[src/rtl/ex_muldiv.sv]
// ---------------------------------------------------------------------------
// ex_muldiv
// Iterative RV32M-style multiply/divide execute unit. It sits beside the
// single-cycle ALU, takes one M-extension op at a time, stalls the pipeline
// while it iterates (one bit per cycle), and then presents a registered
// one-cycle writeback result to the MEM stage.
//
// Parameters:
//   XLEN   datapath width (even, >= 8)
//   CNT_W  iteration counter width (2**CNT_W > XLEN)
//
// Ports:
//   clk, rst        clock, synchronous active-high reset
//   rdy             global enable; low freezes all state
//   flush_i         abandon the current op (has priority over valid_i)
//   valid_i         op presented this cycle
//   op_i            funct3: MUL, MULH, MULHSU, MULHU, DIV, DIVU, REM, REMU
//   reg1_i, reg2_i  rs1 / rs2 operands
//   wd_i            destination register address
//   stall_req_o     hold the upstream pipeline
//   busy_o          unit is not idle
//   valid_o         one-cycle result pulse
//   wd_o, wreg_o    destination address and write enable
//   wdata_o         result data
// ---------------------------------------------------------------------------
module ex_muldiv #(
    parameter int XLEN  = 32,
    parameter int CNT_W = 6
) (
    input  logic            clk,
    input  logic            rst,
    input  logic            rdy,
    input  logic            flush_i,
    input  logic            valid_i,
    input  logic [2:0]      op_i,
    input  logic [XLEN-1:0] reg1_i,
    input  logic [XLEN-1:0] reg2_i,
    input  logic [4:0]      wd_i,
    output logic            stall_req_o,
    output logic            busy_o,
    output logic            valid_o,
    output logic [4:0]      wd_o,
    output logic            wreg_o,
    output logic [XLEN-1:0] wdata_o
);

    typedef enum logic [1:0] {
        IDLE,
        CALC,
        DONE
    } state_e;

    localparam logic [2:0] OP_MUL    = 3'd0;
    localparam logic [2:0] OP_MULH   = 3'd1;
    localparam logic [2:0] OP_MULHSU = 3'd2;
    localparam logic [2:0] OP_DIV    = 3'd4;
    localparam logic [2:0] OP_REM    = 3'd6;

    localparam logic [XLEN-1:0] MIN_NEG = {1'b1, {(XLEN-1){1'b0}}};

    state_e            state_q, state_d;
    logic [CNT_W-1:0]  cnt_q, cnt_d;
    logic [2:0]        op_q, op_d;
    logic [4:0]        wd_q, wd_d;
    logic              negRes_q, negRes_d;
    logic              negRem_q, negRem_d;
    logic [XLEN-1:0]   operand_q, operand_d;
    logic [XLEN:0]     hi_q, hi_d;
    logic [XLEN-1:0]   lo_q, lo_d;
    logic              outValid_q, outValid_d;
    logic              outWreg_q, outWreg_d;
    logic [4:0]        outWd_q, outWd_d;
    logic [XLEN-1:0]   outData_q, outData_d;

    logic              rs1Neg, rs2Neg;
    logic [XLEN-1:0]   absA, absB;
    logic              divByZero, divOverflow, special;
    logic [XLEN-1:0]   specialResult;
    logic              accept;

    logic [XLEN-1:0]   mulAddend;
    logic [XLEN:0]     mulSum;
    logic [XLEN:0]     divShift, divDiff;
    logic [XLEN:0]     stepHi;
    logic [XLEN-1:0]   stepLo;
    logic [2*XLEN-1:0] product, productS;
    logic [XLEN-1:0]   quotient, remainder;
    logic [XLEN-1:0]   calcResult;

    // Decode the incoming op: which operands are treated as signed, their
    // magnitudes, and whether this is a divide corner case that can be
    // answered immediately without iterating. Divide-by-zero returns the raw
    // rs1 as remainder, so it deliberately uses reg1_i rather than absA.
    always_comb begin
        rs1Neg      = 1'b0;
        rs2Neg      = 1'b0;
        case (op_i)
            OP_MUL, OP_MULH, OP_DIV, OP_REM: begin
                rs1Neg = reg1_i[XLEN-1];
                rs2Neg = reg2_i[XLEN-1];
            end
            OP_MULHSU: rs1Neg = reg1_i[XLEN-1];
            default: ;
        endcase
        absA        = rs1Neg ? -reg1_i : reg1_i;
        absB        = rs2Neg ? -reg2_i : reg2_i;
        divByZero   = op_i[2] && (reg2_i == '0);
        divOverflow = ((op_i == OP_DIV) || (op_i == OP_REM)) &&
                      (reg1_i == MIN_NEG) && (reg2_i == '1);
        special     = divByZero || divOverflow;
        if (op_i[1])
            specialResult = divByZero ? reg1_i : '0;
        else
            specialResult = divByZero ? '1 : reg1_i;
        accept      = valid_i && !flush_i;
    end

    // One iteration of the datapath. The hi/lo pair is shared: for multiply
    // lo holds the remaining multiplier bits and hi the running high half
    // (shift-add, shifting right); for divide lo holds the dividend bits
    // being shifted in and collects quotient bits, while hi is the
    // (XLEN+1)-bit partial remainder of the restoring divider. The final
    // signed result is formed from the step outputs so it can be registered
    // on the same edge that leaves CALC.
    always_comb begin
        mulAddend = lo_q[0] ? operand_q : '0;
        mulSum    = hi_q + {1'b0, mulAddend};
        divShift  = {hi_q[XLEN-1:0], lo_q[XLEN-1]};
        divDiff   = divShift - {1'b0, operand_q};
        if (op_q[2]) begin
            stepHi = divDiff[XLEN] ? divShift : divDiff;
            stepLo = {lo_q[XLEN-2:0], ~divDiff[XLEN]};
        end else begin
            stepHi = {1'b0, mulSum[XLEN:1]};
            stepLo = {mulSum[0], lo_q[XLEN-1:1]};
        end
        product   = {stepHi[XLEN-1:0], stepLo};
        productS  = negRes_q ? -product : product;
        quotient  = negRes_q ? -stepLo : stepLo;
        remainder = negRem_q ? -stepHi[XLEN-1:0] : stepHi[XLEN-1:0];
        if (op_q[2])
            calcResult = op_q[1] ? remainder : quotient;
        else
            calcResult = (op_q[1:0] == 2'b00) ? productS[XLEN-1:0]
                                              : productS[2*XLEN-1:XLEN];
    end

    // Next-state and next-output logic. Result registers default to zero so
    // they only carry data during the single DONE cycle. A new op may be
    // accepted from DONE as well as IDLE, which gives back-to-back issue.
    // Flush is applied last so it overrides everything else.
    always_comb begin
        state_d    = state_q;
        cnt_d      = cnt_q;
        op_d       = op_q;
        wd_d       = wd_q;
        negRes_d   = negRes_q;
        negRem_d   = negRem_q;
        operand_d  = operand_q;
        hi_d       = hi_q;
        lo_d       = lo_q;
        outValid_d = 1'b0;
        outWreg_d  = 1'b0;
        outWd_d    = '0;
        outData_d  = '0;

        case (state_q)
            IDLE, DONE: begin
                state_d = IDLE;
                if (accept) begin
                    op_d      = op_i;
                    wd_d      = wd_i;
                    negRes_d  = rs1Neg ^ rs2Neg;
                    negRem_d  = rs1Neg;
                    cnt_d     = '0;
                    hi_d      = '0;
                    operand_d = op_i[2] ? absB : absA;
                    lo_d      = op_i[2] ? absA : absB;
                    if (special) begin
                        state_d    = DONE;
                        outValid_d = 1'b1;
                        outWreg_d  = (wd_i != 5'd0);
                        outWd_d    = wd_i;
                        outData_d  = (wd_i != 5'd0) ? specialResult : '0;
                    end else begin
                        state_d = CALC;
                    end
                end
            end
            CALC: begin
                hi_d  = stepHi;
                lo_d  = stepLo;
                cnt_d = cnt_q + CNT_W'(1);
                if (cnt_q == CNT_W'(XLEN-1)) begin
                    state_d    = DONE;
                    cnt_d      = '0;
                    outValid_d = 1'b1;
                    outWreg_d  = (wd_q != 5'd0);
                    outWd_d    = wd_q;
                    outData_d  = (wd_q != 5'd0) ? calcResult : '0;
                end
            end
            default: state_d = IDLE;
        endcase

        if (flush_i) begin
            state_d    = IDLE;
            cnt_d      = '0;
            outValid_d = 1'b0;
            outWreg_d  = 1'b0;
            outWd_d    = '0;
            outData_d  = '0;
        end
    end

    // State register. Reset wins over everything; with rdy low nothing moves,
    // so the counter pauses and the outputs hold.
    always_ff @(posedge clk) begin
        if (rst) begin
            state_q    <= IDLE;
            cnt_q      <= '0;
            op_q       <= '0;
            wd_q       <= '0;
            negRes_q   <= 1'b0;
            negRem_q   <= 1'b0;
            operand_q  <= '0;
            hi_q       <= '0;
            lo_q       <= '0;
            outValid_q <= 1'b0;
            outWreg_q  <= 1'b0;
            outWd_q    <= '0;
            outData_q  <= '0;
        end else if (rdy) begin
            state_q    <= state_d;
            cnt_q      <= cnt_d;
            op_q       <= op_d;
            wd_q       <= wd_d;
            negRes_q   <= negRes_d;
            negRem_q   <= negRem_d;
            operand_q  <= operand_d;
            hi_q       <= hi_d;
            lo_q       <= lo_d;
            outValid_q <= outValid_d;
            outWreg_q  <= outWreg_d;
            outWd_q    <= outWd_d;
            outData_q  <= outData_d;
        end
    end

    // Stall is low in DONE so the pipeline advances while valid_o is high.
    assign stall_req_o = ((state_q == IDLE) && valid_i && !flush_i) ||
                         (state_q == CALC);
    assign busy_o      = (state_q != IDLE);
    assign valid_o     = outValid_q;
    assign wreg_o      = outWreg_q;
    assign wd_o        = outWd_q;
    assign wdata_o     = outData_q;

endmodule
[config.mk]
export PLATFORM = sky130hd
export DESIGN_NAME = ex_muldiv
export DESIGN_NICKNAME = d
export VERILOG_FILES = /design/src/rtl/ex_muldiv.sv
export SDC_FILE = /design/constraint.sdc
export NUM_CORES = 1
export LEC_CHECK = 0
export BUFFER_PORTS_ARGS = -buffer_cell sky130_fd_sc_hd__buf_2
export CORE_MARGIN = 2
export CORE_UTILIZATION = 40
export CTS_CLUSTER_SIZE = 40
export DETAILED_ROUTE_END_ITERATION = 7
export PLACE_DENSITY = 0.66
export SKIP_LAST_GASP = 1
export SYNTH_ARGS = -nofsm -noshare
export SYNTH_HDL_FRONTEND = slang
export SYNTH_SLANG_ARGS = --single-unit
[constraint.sdc]
create_clock -name clk -period 7.4 [get_ports clk]
set_input_delay 0.74 -clock clk [delete_from_list [all_inputs] [get_ports clk]]
set_output_delay 0.74 -clock clk [all_outputs]
set_load 0.02 [all_outputs]
==> results of run 1 <==
[stage by stage]
step	cell area [sq um]	instances	utilization	worst slack, ns	hold WS (ns)
6_report	18200	2981	0.445	0.522	0.464
3_5_place_dp	17600	2949	0.431	0.740	0.450
4_1_cts	18200	2981	0.445	0.689	0.461
2_1_floorplan	16600	2415	-	1.48	0.440
3_3_place_gp	17600	2949	0.431	0.772	0.446
5_1_grt	18200	2981	0.445	0.0968	0.476
[kinds of logic (layout without fill, tap and decap cells)]
family / after synthesis / count (layout)
adder cells (fa/ha/maj): 93 / 93
AO/OA/AOI/OAI: 771 / 771
multiplexers: 68 / 68
flip-flops: 154 / 154
buffers and inverters: 232 / 266
XOR/XNOR: 136 / 136
AND/OR/NAND/NOR: 961 / 961
[flip-flops by register name, indices dropped and copies added, names as in the netlist]
| signal | count |
|---|---|
| op_q | 3 |
| state_q | 2 |
| lo_q | 32 |
| wreg_o | 1 |
| hi_q | 33 |
| negRem_q | 1 |
| valid_o | 1 |
| wd_o | 5 |
| negRes_q | 1 |
| wd_q | 5 |
| wdata_o | 32 |
| cnt_q | 6 |
| operand_q | 32 |
[cell type report]
| class | instances | share of cell area |
|---|---|---|
| Clock inverter | 13 | 0.00736 |
| Clock buffer | 19 | 0.0238 |
| Inverter | 76 | 0.0157 |
| Tap cell | 532 | 0.0366 |
| Timing Repair Buffer | 158 | 0.0492 |
| Sequential cell | 154 | 0.170 |
| Multi-Input combinational cell | 2029 | 0.698 |
[power breakdown]
part | internal, W | leakage, nW | total, W | switching [W]
combinational | 0.000263 | 5.39 | 0.000795 | 0.000532
clock | 0.000473 | 0.273 | 0.000900 | 0.000428
sequential | 0.000850 | 1.25 | 0.000882 | 0.0000322
total | 0.00159 | 6.91 | 0.00258 | 0.000991
[critical path, stage by stage, from the launching register on]
cell and delay (ns):
dfxtp_1 0.36, inv_1 0.06, ha_1 0.37, a21oi_1 0.46
nand2_1 0.14, o2111a_1 0.29, o31a_1 0.37, o31a_1 0.31
o21a_1 0.18, o21ai_0 0.15, nand2b_1 0.08, ha_1 0.60
inv_1 0.20, buf_4 0.28, a21o_1 0.21, a31oi_1 0.22
a22oi_2 0.16, or4b_1 0.62, or3_1 0.48, or3_4 0.48
nor2_4 0.13, a41oi_1 0.12, and4b_1 0.23, a2111oi_2 0.26
[cell usage in the layout, fill, tap and decap left out, types with 17 or more instances in the layout]
| master | count |
|---|---|
| a211oi_1 | 36 |
| a21o_1 | 27 |
| a21oi_1 | 240 |
| a22oi_1 | 46 |
| a311oi_1 | 26 |
| and2_1 | 42 |
| buf_2 | 116 |
| buf_4 | 42 |
| clkbuf_16 | 17 |
| dfxtp_1 | 153 |
| ha_1 | 71 |
| inv_1 | 76 |
| maj3_1 | 20 |
| mux2i_1 | 61 |
| nand2_1 | 289 |
| nand2b_1 | 34 |
| nand3_1 | 41 |
| nand4_1 | 31 |
| nor2_1 | 274 |
| nor2b_1 | 17 |
| nor3_1 | 80 |
| nor4_1 | 26 |
| o211ai_1 | 50 |
| o21ai_0 | 137 |
| o22ai_1 | 17 |
| o31ai_1 | 23 |
| or2_2 | 30 |
| or3_1 | 18 |
| or4_1 | 22 |
| xnor2_1 | 82 |
| xor2_1 | 54 |
[routing by layer]
layer	share of wire	routed length (um)
met5	0	0
met4	0.048	3410
met3	0.087	6100
met1	0.43	29900
met2	0.44	31000
[worst paths after layout]
| check | depth (start not counted) | end | start |
|---|---|---|---|
| worst max-delay path | 23 | wdata_o[31] | operand_q[5] |
| worst max register to register | 23 | wdata_o[31] | operand_q[5] |
| worst min register to register | 2 | wdata_o[0] | wdata_o[0] |
| worst min-delay path | 2 | wdata_o[0] | wdata_o[0] |
==> out/results.ini, run 1 <==
[setup_path]
worst_ep_arrival_time_ns = 7.25
cp_max_fo = 22
worstPathRequired_ns = 7.77
end_kind = flop
worstSetupPathType = reg -> reg
startpoint_type = flop
worst-r2r-setup-slack_ns = 0.52

[placed_design]
io_buffers = 117
routabilityCongestion = 1.02
place_hpwl_mm = 54.8

[clock_network]
clk_pin_slew_ns = 0.07
numCtsBuffers = 17
htreeDepth = 4
root_buffer = clkbuf_16
cts_buffer_depth = 2
cts_tree = yes
clock_latency_ns = 0.47
post-cts-setup-buffer-count = 0
holdBufCountCts = 0
cts.sinks = 154
cts-resized-gates = 0

[yosys]
synth_xor_area_frac = 0.0715
ys_types = 98
avgSynthCellArea_sq_um = 6.89
synth_compound_area_frac = 0.303
synthSimpleGateAreaFrac = 0.277
synth-edff-count = 0
syn_nets = 2565
synth_top_family_by_area = compound AO/OA/AOI/OAI gates
syn_area_sq_mm = 0.0166
synth_area_leader_cell = dfxtp_1
syn_inst = 2415
synth_common_cells = 290 x nand2_1, 275 x nor2_1, 240 x a21oi_1
synth_flop_cell = dfxtp_1
synthTopCellsByArea = dfxtp_1 19%, a21oi_1 7.2%, nand2_1 6.5%
yosys.area.top_type_share = 0.185
yosysMostFrequentCell = nand2_1
yosysWarnings = 0
async_flop_share = 0
synthAdderAreaFrac = 0.0678
muxShareOfSynthArea = 0.0414
yosysSeqAreaShare = 0.185
synth-seq-cells = 154

[grt]
grt_pass1_wl_mm = 105
grt_max_degree = 85
met1_usage = 0.414
grt_pass1_vias = 17313
antenna_found_initial = 0
met3_usage = 0.0614
grt_use_total = 0.313
busiest_layer = met2
grt_overflow = 0
gr-usage-met2 = 0.486

[power]
leakagePower_nw = 6.91
power_density_mw_per_mm2 = 142
vdd_drop_max_mv = 0.152
finalPower_w = 0.00258

[detailed_routing]
drc_errors = 0
via_per_inst = 6.33
routed_wl_mm = 70.4
first_iter_violations = 2027
drt-wirelength-per-cell_um = 23.6
antenna_left = 0
vias = 18858
dr.pass1.iters = 8

[timing]
finalCriticalPeriod_ns = 6.88
fmax_mhz = 145
slew_headroom = 0.250
timing.final.crit_share = 0.930
finalClockSkew_ns = 0.0142
final_max_slew_viol_count = 0
hold_viol_final = 0
worst_pin_slew_ns = 1.12
final-setup-viol-count = 0
finalSetupTns_ns = 0
grt_setup_unrepaired = false

[final_layout]
nets = 2586
syn2layout_area_growth_pct = 9.27
layout-drive-gt1-share = 0.104
nFillCells = 4268
diodes = 0
multiInputGateArea_sq_mm = 0.0127
regArea_sq_mm = 0.00309

[die]
rows = 74
io-pin-count = 118
initial_core_util = 0.407
die_y_um = 208
core_area_sq_mm = 0.0409
die_area_sq_mm = 0.0433
die_w_um = 208

[job]
drv_cap = 0

[min_path]
hold_class = reg -> reg

[status]
run_status = complete, no violations

(Power assumes the default switching activity.)
==> run 2: changes to the inputs <==
==> constraint.sdc (replaced) <==
create_clock -name clk -period 8.45 [get_ports clk]
set_input_delay 0.845 -clock clk [delete_from_list [all_inputs] [get_ports clk]]
set_output_delay 0.845 -clock clk [all_outputs]
set_load 0.02 [all_outputs]
==> run 2 against run 1 <==
Net effect:
- die area is the same
- core utilization is essentially flat
- clock power shrank 6.8%
- setup slack gained 0.76 ns
- clock-buffer cell count shrank 2
- maximum frequency shrank 4.0%
- clock skew shrank 0.0013 ns
- global-route usage shrank 0.28 points
- routed wire length shrank 1.5%
- critical path type unchanged
- largest power group unchanged
==> out/results.ini, run 2 (synthesized netlist as in run 1, its figures left out) <==
[power]
finalPower_w = 0.00230  ; -11%
leakagePower_nw = 6.90  ; -0.20%
vdd_drop_max_mv = 0.137  ; -9.8%
power_density_mw_per_mm2 = 127  ; -11%

[final_layout]
nFillCells = 4258  ; -0.23%
syn2layout_area_growth_pct = 9.24  ; about the same
postLayoutCellArea_sq_mm = 0.0182  ; about the same
fin_util = 0.444  ; about the same
largest_register = hi_q
largest_register_ffs = 33  ; unchanged
diodes = 0  ; unchanged
nets = 2577  ; -0.35%
layout-drive-gt1-share = 0.102  ; -0.00248
final_common_cell = nand2_1
final_cell_mix = 289 x nand2_1, 274 x nor2_1, 240 x a21oi_1

[detailed_routing]
drc_errors = 0  ; unchanged
antenna_left = 0  ; unchanged
routed_wl_mm = 69.3  ; -1.5%
vias = 18934  ; +0.40%
first_iter_violations = 2240  ; +11%
drt-wirelength-per-cell_um = 23.3  ; -1.2%
via_per_inst = 6.37  ; +0.71%
dr.pass1.iters = 6  ; -2

[die]
die_area_sq_mm = 0.0433  ; unchanged
rows = 74  ; unchanged
die_w_um = 208  ; unchanged
initial_core_util = 0.407  ; unchanged
io-pin-count = 118  ; unchanged
core_area_sq_mm = 0.0409  ; unchanged
die_y_um = 208  ; unchanged

[clock_network]
root_buffer = clkbuf_16
cts.sinks = 154  ; unchanged
clock_latency_ns = 0.47  ; about the same
holdBufCountCts = 0  ; unchanged
cts_tree = yes
numCtsBuffers = 17  ; unchanged
cts_buffer_depth = 2  ; unchanged
post-cts-setup-buffer-count = 0  ; unchanged
clk_pin_slew_ns = 0.08  ; about the same
htreeDepth = 4  ; unchanged
cts-resized-gates = 0  ; unchanged

[grt]
grt_use_total = 0.310  ; -0.00282
met1_usage = 0.425  ; +0.0114
met3_usage = 0.0450  ; -0.0165
antenna_found_initial = 1  ; +1
grt_overflow = 0  ; unchanged
grt_pass1_wl_mm = 105  ; -0.36%
grt_pass1_vias = 17190  ; -0.71%
grt_max_degree = 82  ; -3.5%
gr-usage-met2 = 0.479  ; -0.00642
busiest_layer = met2

[setup_path]
cp_max_fo = 34  ; +55%
worstSetupPathType = reg -> reg
worstPathRequired_ns = 8.83  ; +1.06 ns
crit_family = simple AND/OR/NAND/NOR gates
end_kind = flop
critical_path.slowest_cell = or4_1
slowest_delay_ns = 0.66  ; +0.04 ns
worst_ep_arrival_time_ns = 7.54  ; +0.29 ns
crit_chain = inv_1 -> ha_1 -> a21oi_1 -> nand2_1 -> o2111a_1 -> o31a_1 -> o31a_1 -> o21a_1 -> o21ai_0 -> nand2b_1 -> ha_1 -> buf_4 -> nor3b_1 -> o221ai_1 -> or4_1 -> nor4_4 -> nand3_1 -> nor4_1 -> nand3b_1 -> nor2_1 -> nand2_1 -> a221o_1 -> a311oi_1
crit_buf_inv = 2  ; -1
startpoint_type = flop

[timing]
fmax_mhz = 140  ; -4.0%
final-setup-viol-count = 0  ; unchanged
hold_viol_final = 0  ; unchanged
hold_ws_ns = 0.465  ; +0.00168 ns
finalClockSkew_ns = 0.0129  ; -0.00129 ns
finalSetupTns_ns = 0  ; unchanged
finalCriticalPeriod_ns = 7.17  ; +0.287 ns
slew_headroom = 0.200  ; -0.0505
grt_setup_unrepaired = false
final_max_slew_viol_count = 0  ; unchanged
timing.final.crit_share = 0.848  ; -0.0815
worst_pin_slew_ns = 1.19  ; +0.0731 ns

[placed_design]
io_buffers = 117  ; unchanged
placed_area_sq_mm = 0.0176  ; -0.38%
place_hpwl_mm = 53.5  ; -2.2%
routabilityCongestion = 1.00  ; -1.9%

[job]
drv_cap = 0  ; unchanged

[status]
run_status = complete, no violations

[min_path]
hold_class = reg -> reg

## run 2: cell types whose count changed in the layout (fill, tap and decap cells not counted)
cell        before  now
buf_4           42   33
bufinv_16        1    2
clkbuf_1         2    0
clkinv_2         1    0
clkinv_8         0    3
clkinvlp_4       2    1
inv_6            5    4
inv_8            2    3
## run 2: cell type report
cell class                      instances  area (sq um)  share of cell area
Tap cell                              532           666              0.0366
Clock inverter                         15           203              0.0111
Timing Repair Buffer                  149           828              0.0455
Multi-Input combinational cell       2029         12700               0.698
Inverter                               76           285              0.0157
Sequential cell                       154          3090               0.170
Clock buffer                           17           425              0.0234
## run 2: path summary, 6_finish.rpt
| check | slack, ns | from | end | cells after the start |
|---|---|---|---|---|
| min reg2reg | 0.47 | wdata_o[0] | wdata_o[0] | 2 |
| max | 1.28 | operand_q[5] | wdata_o[29] | 23 |
| min | 0.47 | wdata_o[0] | wdata_o[0] | 2 |
| max reg2reg | 1.28 | operand_q[5] | wdata_o[29] | 23 |
## run 2: where the power goes
| group | internal [W] | leakage [nW] | switching (W) |
|---|---|---|---|
| logic | 0.000227 | 5.35 | 0.000468 |
| clock network | 0.000453 | 0.303 | 0.000387 |
| registers | 0.000745 | 1.25 | 0.0000248 |
## run 2: metrics by stage
step	worst slack [ns]	cells
2_1_floorplan	2.53	2415
3_3_place_gp	1.65	2940
3_5_place_dp	1.49	2940
4_1_cts	1.46	2972
5_1_grt	0.848	2972
6_report	1.28	2972
## run 2: layer usage
layer,wire [um],up-vias
li1,-,8857
met1,30000,8974
met2,30300,957
met3,5760,144
met4,3250,2
met5,18,-
## run 2: tightest hold or removal path: stages (launching register included)
cell and delay, ns:
dfxtp_1 0.32, nand2_1 0.05, a21oi_1 0.05
